$ cat config.mk
export PLATFORM = sky130hd
export DESIGN_NAME = buff2mac
export DESIGN_NICKNAME = d
export VERILOG_FILES = /design/src/rtl/buff2mac_pkg.sv /design/src/rtl/buff2mac.sv
export SDC_FILE = /design/constraint.sdc
export NUM_CORES = 1
export LEC_CHECK = 0
export ABC_AREA = 0
export CAP_MARGIN = 20
export CORE_UTILIZATION = 49
export CTS_CLUSTER_SIZE = 25
export DETAILED_ROUTE_END_ITERATION = 7
export HOLD_SLACK_MARGIN = 0.15
export PLACE_DENSITY = 0.76
export SYNTH_ARGS = -nofsm -noshare
export SYNTH_HDL_FRONTEND = slang
export SYNTH_SLANG_ARGS = --single-unit
export TNS_END_PERCENT = 20
$ cat constraint.sdc
create_clock -name clk -period 10.5 [get_ports clk]
set_input_delay 2.1 -clock clk [delete_from_list [all_inputs] [get_ports clk]]
set_output_delay 2.1 -clock clk [all_outputs]
set_load 0.03 [all_outputs]
$ cat src/rtl/buff2mac_pkg.sv
// buff2mac_pkg: shared definitions for the buffer-to-MAC transmit engine.
//   - FSM state encoding
//   - header length field bounds
//   - last-QW byte-valid mask and QW-count helpers
`timescale 1ns/1ps
package buff2mac_pkg;

    typedef enum logic [1:0] {
        ST_IDLE   = 2'd0,
        ST_HDR    = 2'd1,
        ST_START  = 2'd2,
        ST_STREAM = 2'd3
    } state_t;

    localparam int unsigned LEN_MSB = 15;
    localparam int unsigned LEN_LSB = 0;
    localparam int unsigned LEN_W   = LEN_MSB - LEN_LSB + 1;
    localparam int unsigned LEN_W1  = LEN_W + 1;
    // ceil(65535/8) = 8192 needs 14 bits
    localparam int unsigned QWC_W   = LEN_W - 2;

    // Byte-valid mask for the last QW of a frame, from L[2:0]
    function automatic logic [7:0] last_mask(input logic [2:0] lo);
        if (lo == 3'd0) begin
            return 8'hFF;
        end
        return 8'hFF >> (4'd8 - {1'b0, lo});
    endfunction

    // Number of data QWs following a header: ceil(L/8)
    function automatic logic [QWC_W-1:0] qw_count(input logic [LEN_W-1:0] len);
        logic [LEN_W1-1:0] sum;
        sum = {1'b0, len} + LEN_W1'(7);
        return QWC_W'(sum >> 3);
    endfunction

endpackage

$ cat src/rtl/buff2mac.sv
// buff2mac: reads length-prefixed packets from a circular QW buffer and
// streams them to the MAC transmit interface.
//
// Ports:
//   clk, rst        MAC tx clock, async active-high reset
//   committed_prod  producer pointer [BW:0] (bit BW is the wrap bit)
//   rd_addr         buffer read address; rd_data returns 1 cycle later
//   rd_data         registered buffer read data
//   committed_cons  consumer pointer returned to the producer
//   tx_data         MAC tx data (byte 0 = bits [7:0])
//   tx_data_valid   per-byte valid, contiguous from LSB
//   tx_start        first QW of a frame is on tx_data (held until tx_ack)
//   tx_ack          MAC accepted the first QW; rest follow back-to-back
//   activity        frame in progress
//
// Optional feature: define BUFF2MAC_STATS_EN to add tx_frames (completed
// frames) and zero_len_cnt (L==0 headers skipped).
`timescale 1ns/1ps
module buff2mac
    import buff2mac_pkg::*;
#(
    parameter int unsigned BW = 10
) (
    input  logic          clk,
    input  logic          rst,
    input  logic [BW:0]   committed_prod,
    output logic [BW:0]   rd_addr,
    input  logic [63:0]   rd_data,
    output logic [BW:0]   committed_cons,
    output logic [63:0]   tx_data,
    output logic [7:0]    tx_data_valid,
    output logic          tx_start,
    input  logic          tx_ack,
    output logic          activity
`ifdef BUFF2MAC_STATS_EN
    ,
    output logic [31:0]   tx_frames,
    output logic [15:0]   zero_len_cnt
`endif
);

    localparam int unsigned PW = BW + 1;

    state_t           state;
    logic             fill_cycle;   // second HDR cycle: first data QW arriving
    logic [QWC_W-1:0] nqw;          // data QWs in the current frame
    logic [QWC_W-1:0] rem;          // QWs still to present after tx_data
    logic [7:0]       last_vm;      // byte-valid mask of the last QW
    logic [63:0]      hold_q;       // second QW parked while START waits
    logic             hold_vld;

    logic [LEN_W-1:0] hdr_len;
    logic [PW-1:0]    done_ptr;
    logic             frame_done;
    logic             advance;

    assign hdr_len  = rd_data[LEN_MSB:LEN_LSB];
    assign done_ptr = committed_cons + PW'(1) + PW'(nqw);

    // Last QW is on tx_data this cycle (and accepted, if still in START)
    assign frame_done = ((state == ST_START) && tx_ack && (rem == '0)) ||
                        ((state == ST_STREAM) && (rem == '0));
    assign advance    = ((state == ST_START) && tx_ack && (rem != '0)) ||
                        ((state == ST_STREAM) && (rem != '0));

    // Read pipeline: rd_addr runs two QWs ahead of tx_data. While START
    // stalls, the memory keeps returning QW3 and QW2 is parked in hold_q,
    // so streaming after tx_ack proceeds without a bubble.
    always_ff @(posedge clk or posedge rst) begin
        if (rst) begin
            state          <= ST_IDLE;
            fill_cycle     <= 1'b0;
            nqw            <= '0;
            rem            <= '0;
            last_vm        <= '0;
            hold_q         <= '0;
            hold_vld       <= 1'b0;
            rd_addr        <= '0;
            committed_cons <= '0;
            tx_data        <= '0;
            tx_data_valid  <= '0;
            tx_start       <= 1'b0;
            activity       <= 1'b0;
`ifdef BUFF2MAC_STATS_EN
            tx_frames      <= '0;
            zero_len_cnt   <= '0;
`endif
        end else begin
            case (state)
                ST_IDLE: begin
                    // rd_addr == committed_cons here, so the header arrives in HDR
                    if (committed_prod != committed_cons) begin
                        state      <= ST_HDR;
                        fill_cycle <= 1'b0;
                        rd_addr    <= committed_cons + PW'(1);
                        activity   <= 1'b1;
                    end
                end
                ST_HDR: begin
                    if (!fill_cycle) begin
                        if (hdr_len == '0) begin
                            // Empty packet: skip the header, rd_addr already points past it
                            committed_cons <= committed_cons + PW'(1);
                            activity       <= 1'b0;
                            state          <= ST_IDLE;
`ifdef BUFF2MAC_STATS_EN
                            zero_len_cnt   <= zero_len_cnt + 16'd1;
`endif
                        end else begin
                            nqw        <= qw_count(hdr_len);
                            last_vm    <= last_mask(hdr_len[2:0]);
                            rd_addr    <= rd_addr + PW'(1);
                            fill_cycle <= 1'b1;
                        end
                    end else begin
                        tx_data       <= rd_data;
                        rd_addr       <= rd_addr + PW'(1);
                        rem           <= nqw - QWC_W'(1);
                        tx_data_valid <= (nqw == QWC_W'(1)) ? last_vm : 8'hFF;
                        tx_start      <= 1'b1;
                        hold_vld      <= 1'b0;
                        fill_cycle    <= 1'b0;
                        state         <= ST_START;
                    end
                end
                ST_START: begin
                    if (tx_ack) begin
                        tx_start <= 1'b0;
                        if (rem != '0) begin
                            tx_data <= hold_vld ? hold_q : rd_data;
                            state   <= ST_STREAM;
                        end
                    end else if (!hold_vld) begin
                        hold_q   <= rd_data;
                        hold_vld <= 1'b1;
                    end
                end
                ST_STREAM: begin
                    if (rem != '0) begin
                        tx_data <= rd_data;
                    end
                end
                default: begin
                    state <= ST_IDLE;
                end
            endcase

            // Shared per-QW advance for START (after ack) and STREAM
            if (advance) begin
                rd_addr       <= rd_addr + PW'(1);
                rem           <= rem - QWC_W'(1);
                tx_data_valid <= (rem == QWC_W'(1)) ? last_vm : 8'hFF;
            end

            // Retire the packet on the cycle its last QW is presented
            if (frame_done) begin
                committed_cons <= done_ptr;
                rd_addr        <= done_ptr;
                tx_data_valid  <= '0;
                tx_start       <= 1'b0;
                activity       <= 1'b0;
                state          <= ST_IDLE;
`ifdef BUFF2MAC_STATS_EN
                tx_frames      <= tx_frames + 32'd1;
`endif
            end
        end
    end

endmodule

After elaboration in Yosys (flattened, before gate mapping) --
Index checks and enable logic that the tools add are counted.
Cells by class: mux-type cells 54, equality and inequality tests 22, add/sub/neg operators 7, bitwise logic cells 3, reduce and logical (&&, ||, !) cells 37, shift-type cells 1
Operators by type and width (count):
- 2-to-1 mux 64 bit | 5
- case mux 64 bit (3 select lines) | 1
- 2-to-1 mux 11 bit | 9
- 2-to-1 mux 8 bit | 8
- 2-to-1 mux 14 bit | 3
- equality test 14 x 1 -> 1 bit (second input constant) | 2
- subtractor 14 x 1 -> 14 bit (second input constant) | 2
- adder 11 x 1 -> 11 bit (second input constant) | 2
- case mux 11 bit (2 select lines) | 1
- adder 16 x 3 -> 17 bit (second input constant) | 1
- logical NOT 16 bit | 1
- 2-to-1 mux 1 bit | 16
- inequality test 3 bit (second input constant) | 5
- AND reduction 3 bit | 5
- nonzero test 3 bit | 5
- logical NOT 14 bit | 1
- nonzero test 14 bit | 1
- 2-to-1 mux 2 bit | 6
- nonzero test 2 bit | 6
- adder 11 bit | 1
- inequality test 11 bit | 1
- inequality test 2 bit (second input constant) | 5
- AND reduction 5 bit | 2
- inequality test 4 bit (second input constant) | 2
- 17 further kinds | 33
Word-level totals: output and inout port bits 96, logic and storage cells 137, bits of input ports 78, register bits after elaboration 200

Depth between registers and ports, before layout --
Gate-level depths: netlist of run 1.
depth after elaboration 6, mapped depth 12, depth with buffers taken out 11

Worst setup path after synthesis of run 1 --
No wires, ideal clock.
path kind input to register, start point in rd_data[1], end point reg rd_addr[0], data arrival time 3.691 ns, stages 9, setup time 0.121 ns, setup slack 6.688 ns, required time 10.379 ns, cells stage by stage inv_1 > ha_1 > nor4b_2 > nand4_2 > or2_0 > buf_2 > a31o_1 > buf_6 > a22o_1
On the way: longest elaborated chain between the ends 3
Ends and longest elaborated chain:
- start, declared | line buff2mac.sv:28 | input logic [63:0] rd_data,
- logical NOT 16 bit | line buff2mac.sv:101 | if (hdr_len == '0) begin
- inequality test 5 bit (no source line)
- AND reduction 3 bit (no source line)
- end signal, assigned | line buff2mac.sv:95 | rd_addr <= committed_cons + PW'(1);
- end signal, assigned | line buff2mac.sv:112 | rd_addr <= rd_addr + PW'(1);
- end signal, assigned | line buff2mac.sv:117 | rd_addr <= rd_addr + PW'(1);
- end, declared | line buff2mac.sv:27 | output logic [BW:0] rd_addr,
Every way passes these cells. A chain may end at the register's enable or synchronous reset.

Worst setup path after layout of run 1 --
start point in rd_data[1], end point reg state[0]
On the way: longest elaborated chain between the ends 3
Ends and longest elaborated chain:
- logical NOT 16 bit | line buff2mac.sv:101
- inequality test 4 bit (no source line)
- AND reduction 5 bit (no source line)
- end signal, assigned | line buff2mac.sv:93 | state <= ST_HDR;
- end signal, assigned | line buff2mac.sv:105 | state <= ST_IDLE;
- end signal, assigned | line buff2mac.sv:123 | state <= ST_START;
- end, declared | line buff2mac.sv:44 | state_t state;
Every way passes these cells.

==> summary.txt, run 1 <==
initial antenna violation count: 0
total track usage: 0.238
startpoint types: input port
critical path type: input port to register
Slew @ Worst Pin: 0.968 ns
status: completed
max-cap violation count: 0
grt total ovfl: 0
Synth Register Bits: 200
initial drt markers: 399
Die W: 149 um
Data arrival, critical path: 4.99 ns
num ports: 174
Seq/Total Area, Yosys: 0.474
# clock sinks: 200
fin crit share: 0.445
Synth area leader: dfrtp_1
first-pass GRT wire length: 41.7 mm
LEAKAGE: 5.88 nW
GPL Wtd Cong: 0.877
Final nets: 1294
cell family with most CP delay: simple AND/OR/NAND/NOR gates
Core Region: 0.0211 sq mm
setup TNS: 0 ns
post-CTS sizing: 0
Hold Crit Depth: 2
Required @ worst endpoint: 10.82 ns
Setup Fix Bufs, Post-CTS: 0
Gate Count Post-Synth: 1048
Root Driver: clkbuf_16
synthesized cell area: 0.0106 sq mm
Syn-to-layout area delta: 23.6%
CTS hold repair buffers: 0
Synth top area share: 0.474
share of cells above drive strength 1: 0.103
Final HPWL DP: 17.8 mm
via count: 8124
Hold Path Class: register to register
PortBufs: 173
Rel. slew slack: 0.353
synth top area cells: dfrtp_1, mux2_2, mux2i_1, o21ai_0, nand2_1
worst reg2reg path depth: 10
num rows: 53
Total Power: 3.76 mW
worst-path fanout max: 37
largest net degree at the start of global routing: 138
CP Depth: 9
prevailing post-synth register cell: dfrtp_1
number of global-route vias before repair: 8126
critical path, cell by cell: clkdlybuf4s50_1 > inv_1 > ha_1 > nor4b_2 > nand4_2 > nand2_1 > nand3_1 > a22oi_2 > mux2_2
die footprint: 0.0221 sq mm
EDFF count, synth: 0
Netlist cell types: 66
CP bufs+invs: 2
post-route ant nets: 0
VDD IR max: 0.176 mV
Max Slew Vio Count: 0
Pre-antenna DRT Iters: 4
slowest cell on the critical path: nand2_1
most frequent cell after synthesis: dfrtp_1
RSZ-0062 raised after global routing: false
synth cell count leaders: dfrtp_1, nand2_1, o21ai_0
Die Span Y: 149 um
top achievable clock speed: 214 MHz
slowest cell delay on critical path: 0.79 ns
routed len/inst: 17.1 um
final hold slack: 0.483 ns
Clock Tree Buf Depth: 2
CTS tree: yes
fin util: 0.619
fin crit period: 4.67 ns
worst-skew pair later-pin latency: 0.44 ns
pwr dens: 288 mW/mm^2
Setup Skew: 0.0151 ns
Diodes inserted: 0
drt total wl: 25.2 mm
DRC Markers: 0
ys async rst share: 1.00
H-tree depth: 4
TritonCTS buffer count: 17
Initial Util: 0.501
CP Capture Type: register
syn nets: 1156
drt via density: 5.51
Ys Warns: 0
CTS clk-pin slew, worst paths: 0.08 ns
Hold Vio Cnt, Final: 0
Mean Syn Cell Area: 10.1 sq um
final setup fails: 0
[path summary, 6_finish.rpt]
check	startpoint	end	slack [ns]
min	tx_data[18]	tx_data[18]	0.48
max in group asynchronous	rst	tx_data[2]	6.85
min reg2reg	tx_data[18]	tx_data[18]	0.48
max reg2reg	committed_cons[0]	rd_addr[9]	7.29
max	rd_data[1]	state[0]	5.83
min in group asynchronous	rst	tx_data[39]	2.24
[cell type report]
type	instances	area, sq um
clock buffer	18	429
sequential	200	5000
fill	1738	8040
clock inverter	14	175
timing repair buffer	179	1800
inverter	25	101
multi-input combinational	763	5190
tap	275	344
[worst register-to-register path, stage by stage, from the launching register on]
cell and delay (ns):
dfrtp_1 0.57, ha_1 0.27, nand3_1 0.21, or2_2 0.40
xnor2_1 0.33, ha_1 0.33, a21o_1 0.20, and2_1 0.19
o211a_1 0.21, o21ai_0 0.23, a31oi_1 0.12
[kinds of logic (layout without fill, tap and decap cells)]
| family | Yosys count | after routing | share of synthesized area |
|---|---|---|---|
| simple gates | 316 | 316 | 0.140 |
| compound gates | 215 | 215 | 0.120 |
| flops | 200 | 200 | 0.474 |
| mux | 135 | 135 | 0.136 |
| buf+inv | 85 | 236 | 0.0363 |
| xor+xnor | 67 | 67 | 0.0569 |
| fa+ha+maj | 30 | 30 | 0.0363 |
[sequential cells by signal, summed over array words and instances, names as in the netlist, 8 cells and up]
name / count
committed_cons: 11
hold_q: 64
last_vm: 8
nqw: 14
rd_addr: 11
rem: 14
tx_data: 64
tx_data_valid: 8
[metrics by stage]
stage | instances | cell area, sq um | setup WS (ns)
finish | 1474 | 13000 | 5.83
global placement | 1441 | 12400 | 5.46
global route | 1474 | 13000 | 5.53
floorplan | 1048 | 10600 | 2.95
detailed placement | 1441 | 12400 | 5.36
CTS | 1473 | 13000 | 5.82
[layer usage]
metal / vias to the layer above / share of wire / GRT usage
li1: 3959 / - / -
met1: 3910 / 0.42 / 0.302
met3: 18 / 0.094 / 0.0908
met4: 0 / 0.0093 / 0.0505
met5: - / 0 / 0
met2: 237 / 0.47 / 0.388
[power breakdown]
part / leakage [nW] / switching [mW] / internal, mW
clock network: 0.291 / 0.336 / 0.325
registers: 2.44 / 0.277 / 1.13
logic: 3.15 / 0.976 / 0.719
[placed cells by master, fill, tap and decap left out, types with 19 or more instances in the layout]
cell type,count
a21oi_1,23
clkdlybuf4s50_1,173
dfrtp_1,200
ha_1,29
inv_1,24
mux2_2,66
mux2i_1,69
nand2_1,144
nand3_1,24
nor2_1,64
nor3_1,19
o21ai_0,122
xnor2_1,42
xor2_1,24
Power figures use the tool's default switching activity.
==> run 2: changes to the inputs <==
PLACE_DENSITY = 0.79   (was 0.76)
clock period = 4.1 ns   (was 10.5 ns; I/O delays follow)
==> summary.txt, run 2 (synthesis gave the netlist of run 1 again) <==
status: completed
Rel. slew slack: 0.396
Final nets: 1302
Total Power: 9.72 mW
number of global-route vias before repair: 8402
Sw Share: 0.420
initial antenna violation count: 0
Root Driver: clkbuf_16
TritonCTS buffer count: 17
final setup fails: 0
first-pass GRT wire length: 42.2 mm
LEAKAGE: 5.93 nW
top flop regs: hold_q: 64 flops, tx_data: 64 flops
via count: 8290
largest net degree at the start of global routing: 72
fin crit share: 0.784
leading cell type in the layout, fill and taps excluded: dfrtp_1
Int Pwr: 5.64 mW
startpoint types: register
CP Capture Type: register
max-cap violation count: 0
setup TNS: 0 ns
Placed Instances: 1450
fin util: 0.624
worst-path fanout max: 9
Hold Path Class: register to register
grt total ovfl: 0
placed cell area: 0.0126 sq mm
fin crit period: 3.21 ns
clock share of power: 0.176
Reg power frac: 0.369
Die Span Y: 149 um
drt via density: 5.60
Initial Util: 0.501
die footprint: 0.0221 sq mm
DRC Markers: 0
CTS tree: yes
routed len/inst: 17.3 um
Slew @ Worst Pin: 0.905 ns
GPL Wtd Cong: 0.915
Core Region: 0.0211 sq mm
Gate power share: 0.455
sw power: 4.09 mW
RSZ-0062 raised after global routing: false
DP Worst Slack: 0.505 ns
Finished Layout Cells: 1481
CTS clk-pin slew, worst paths: 0.07 ns
VDD IR max: 0.533 mV
Required @ worst endpoint: 4.45 ns
PortBufs: 173
final hold slack: 0.471 ns
Hold Vio Cnt, Final: 0
Setup Skew: 0.0156 ns
share of cells above drive strength 1: 0.109
num ports: 174
Finished Cell Area: 0.0132 sq mm
Setup Fix Bufs, Post-CTS: 0
Data arrival, critical path: 3.56 ns
worst-skew pair later-pin latency: 0.44 ns
total track usage: 0.242
commonest cells after routing, fill and taps aside: dfrtp_1, clkdlybuf4s50_1, nand2_1, o21ai_0, mux2i_1
Syn-to-layout area delta: 24.8%
H-tree depth: 4
top achievable clock speed: 311 MHz
initial drt markers: 411
# clock sinks: 200
Max Slew Vio Count: 0
pwr dens: 738 mW/mm^2
CTS hold repair buffers: 0
final worst slack: 0.887 ns
Diodes inserted: 0
drt total wl: 25.7 mm
post-CTS sizing: 0
post-route ant nets: 0
Pre-antenna DRT Iters: 5
Final HPWL DP: 18.5 mm
Clock Tree Buf Depth: 2
Die W: 149 um
critical path type: register to register
num rows: 53
## run 2: cell count changes in the layout (fill, tap and decap cells not counted), sizes merged
cell	change
buf	+8
clkinvlp	+2
clkbuf	-1
bufinv	+1
clkinv	+2
inv	-5
## run 2: per-layer routing
layer,vias to the layer above,share of wire,routed length (um),track usage
met5,-,0,0,0
met4,0,0.023,581,0.0852
met3,47,0.095,2450,0.0878
met2,275,0.47,12000,0.393
met1,3994,0.41,10600,0.296
li1,3974,-,-,-
## run 2: worst paths after layout
check	cells past startpoint	startpoint	endpoint	slack, ns
setup / recovery	10	committed_cons[0]	committed_cons[9]	0.89
hold / removal	2	last_vm[0]	last_vm[0]	0.47
setup reg to reg	10	committed_cons[0]	committed_cons[9]	0.89
hold reg to reg	2	last_vm[0]	last_vm[0]	0.47
max in group asynchronous	3	rst	committed_cons[6]	2.36
min in group asynchronous	2	rst	fill_cycle	0.97
## run 2: worst max-delay path, stage by stage (launching register included)
cell     delay (ns)
dfrtp_1        0.59
ha_1           0.27
nand3_1        0.18
or2_2          0.39
xnor2_1        0.34
ha_1           0.33
a21o_1         0.20
and2_1         0.19
o31a_1         0.26
o211a_1        0.20
nor3_1         0.16
## run 2: layout make-up
type	instances	area, sq um
clock buffer	17	425
clock inverter	14	190
fill	1706	7920
inverter	25	97.6
multi-input combinational	763	5190
sequential	200	5000
tap	275	344
timing repair buffer	187	1910
## run 2: power groups by stage
stage	Clock (mW)	Sequential (mW)	Combinational, mW
2_1_floorplan	0	4.23	2.20
3_3_place_gp	0	3.56	4.29
3_5_place_dp	0	3.60	4.40
4_1_cts	1.74	3.58	4.44
5_1_grt	1.81	3.71	4.82
6_report	1.71	3.59	4.42
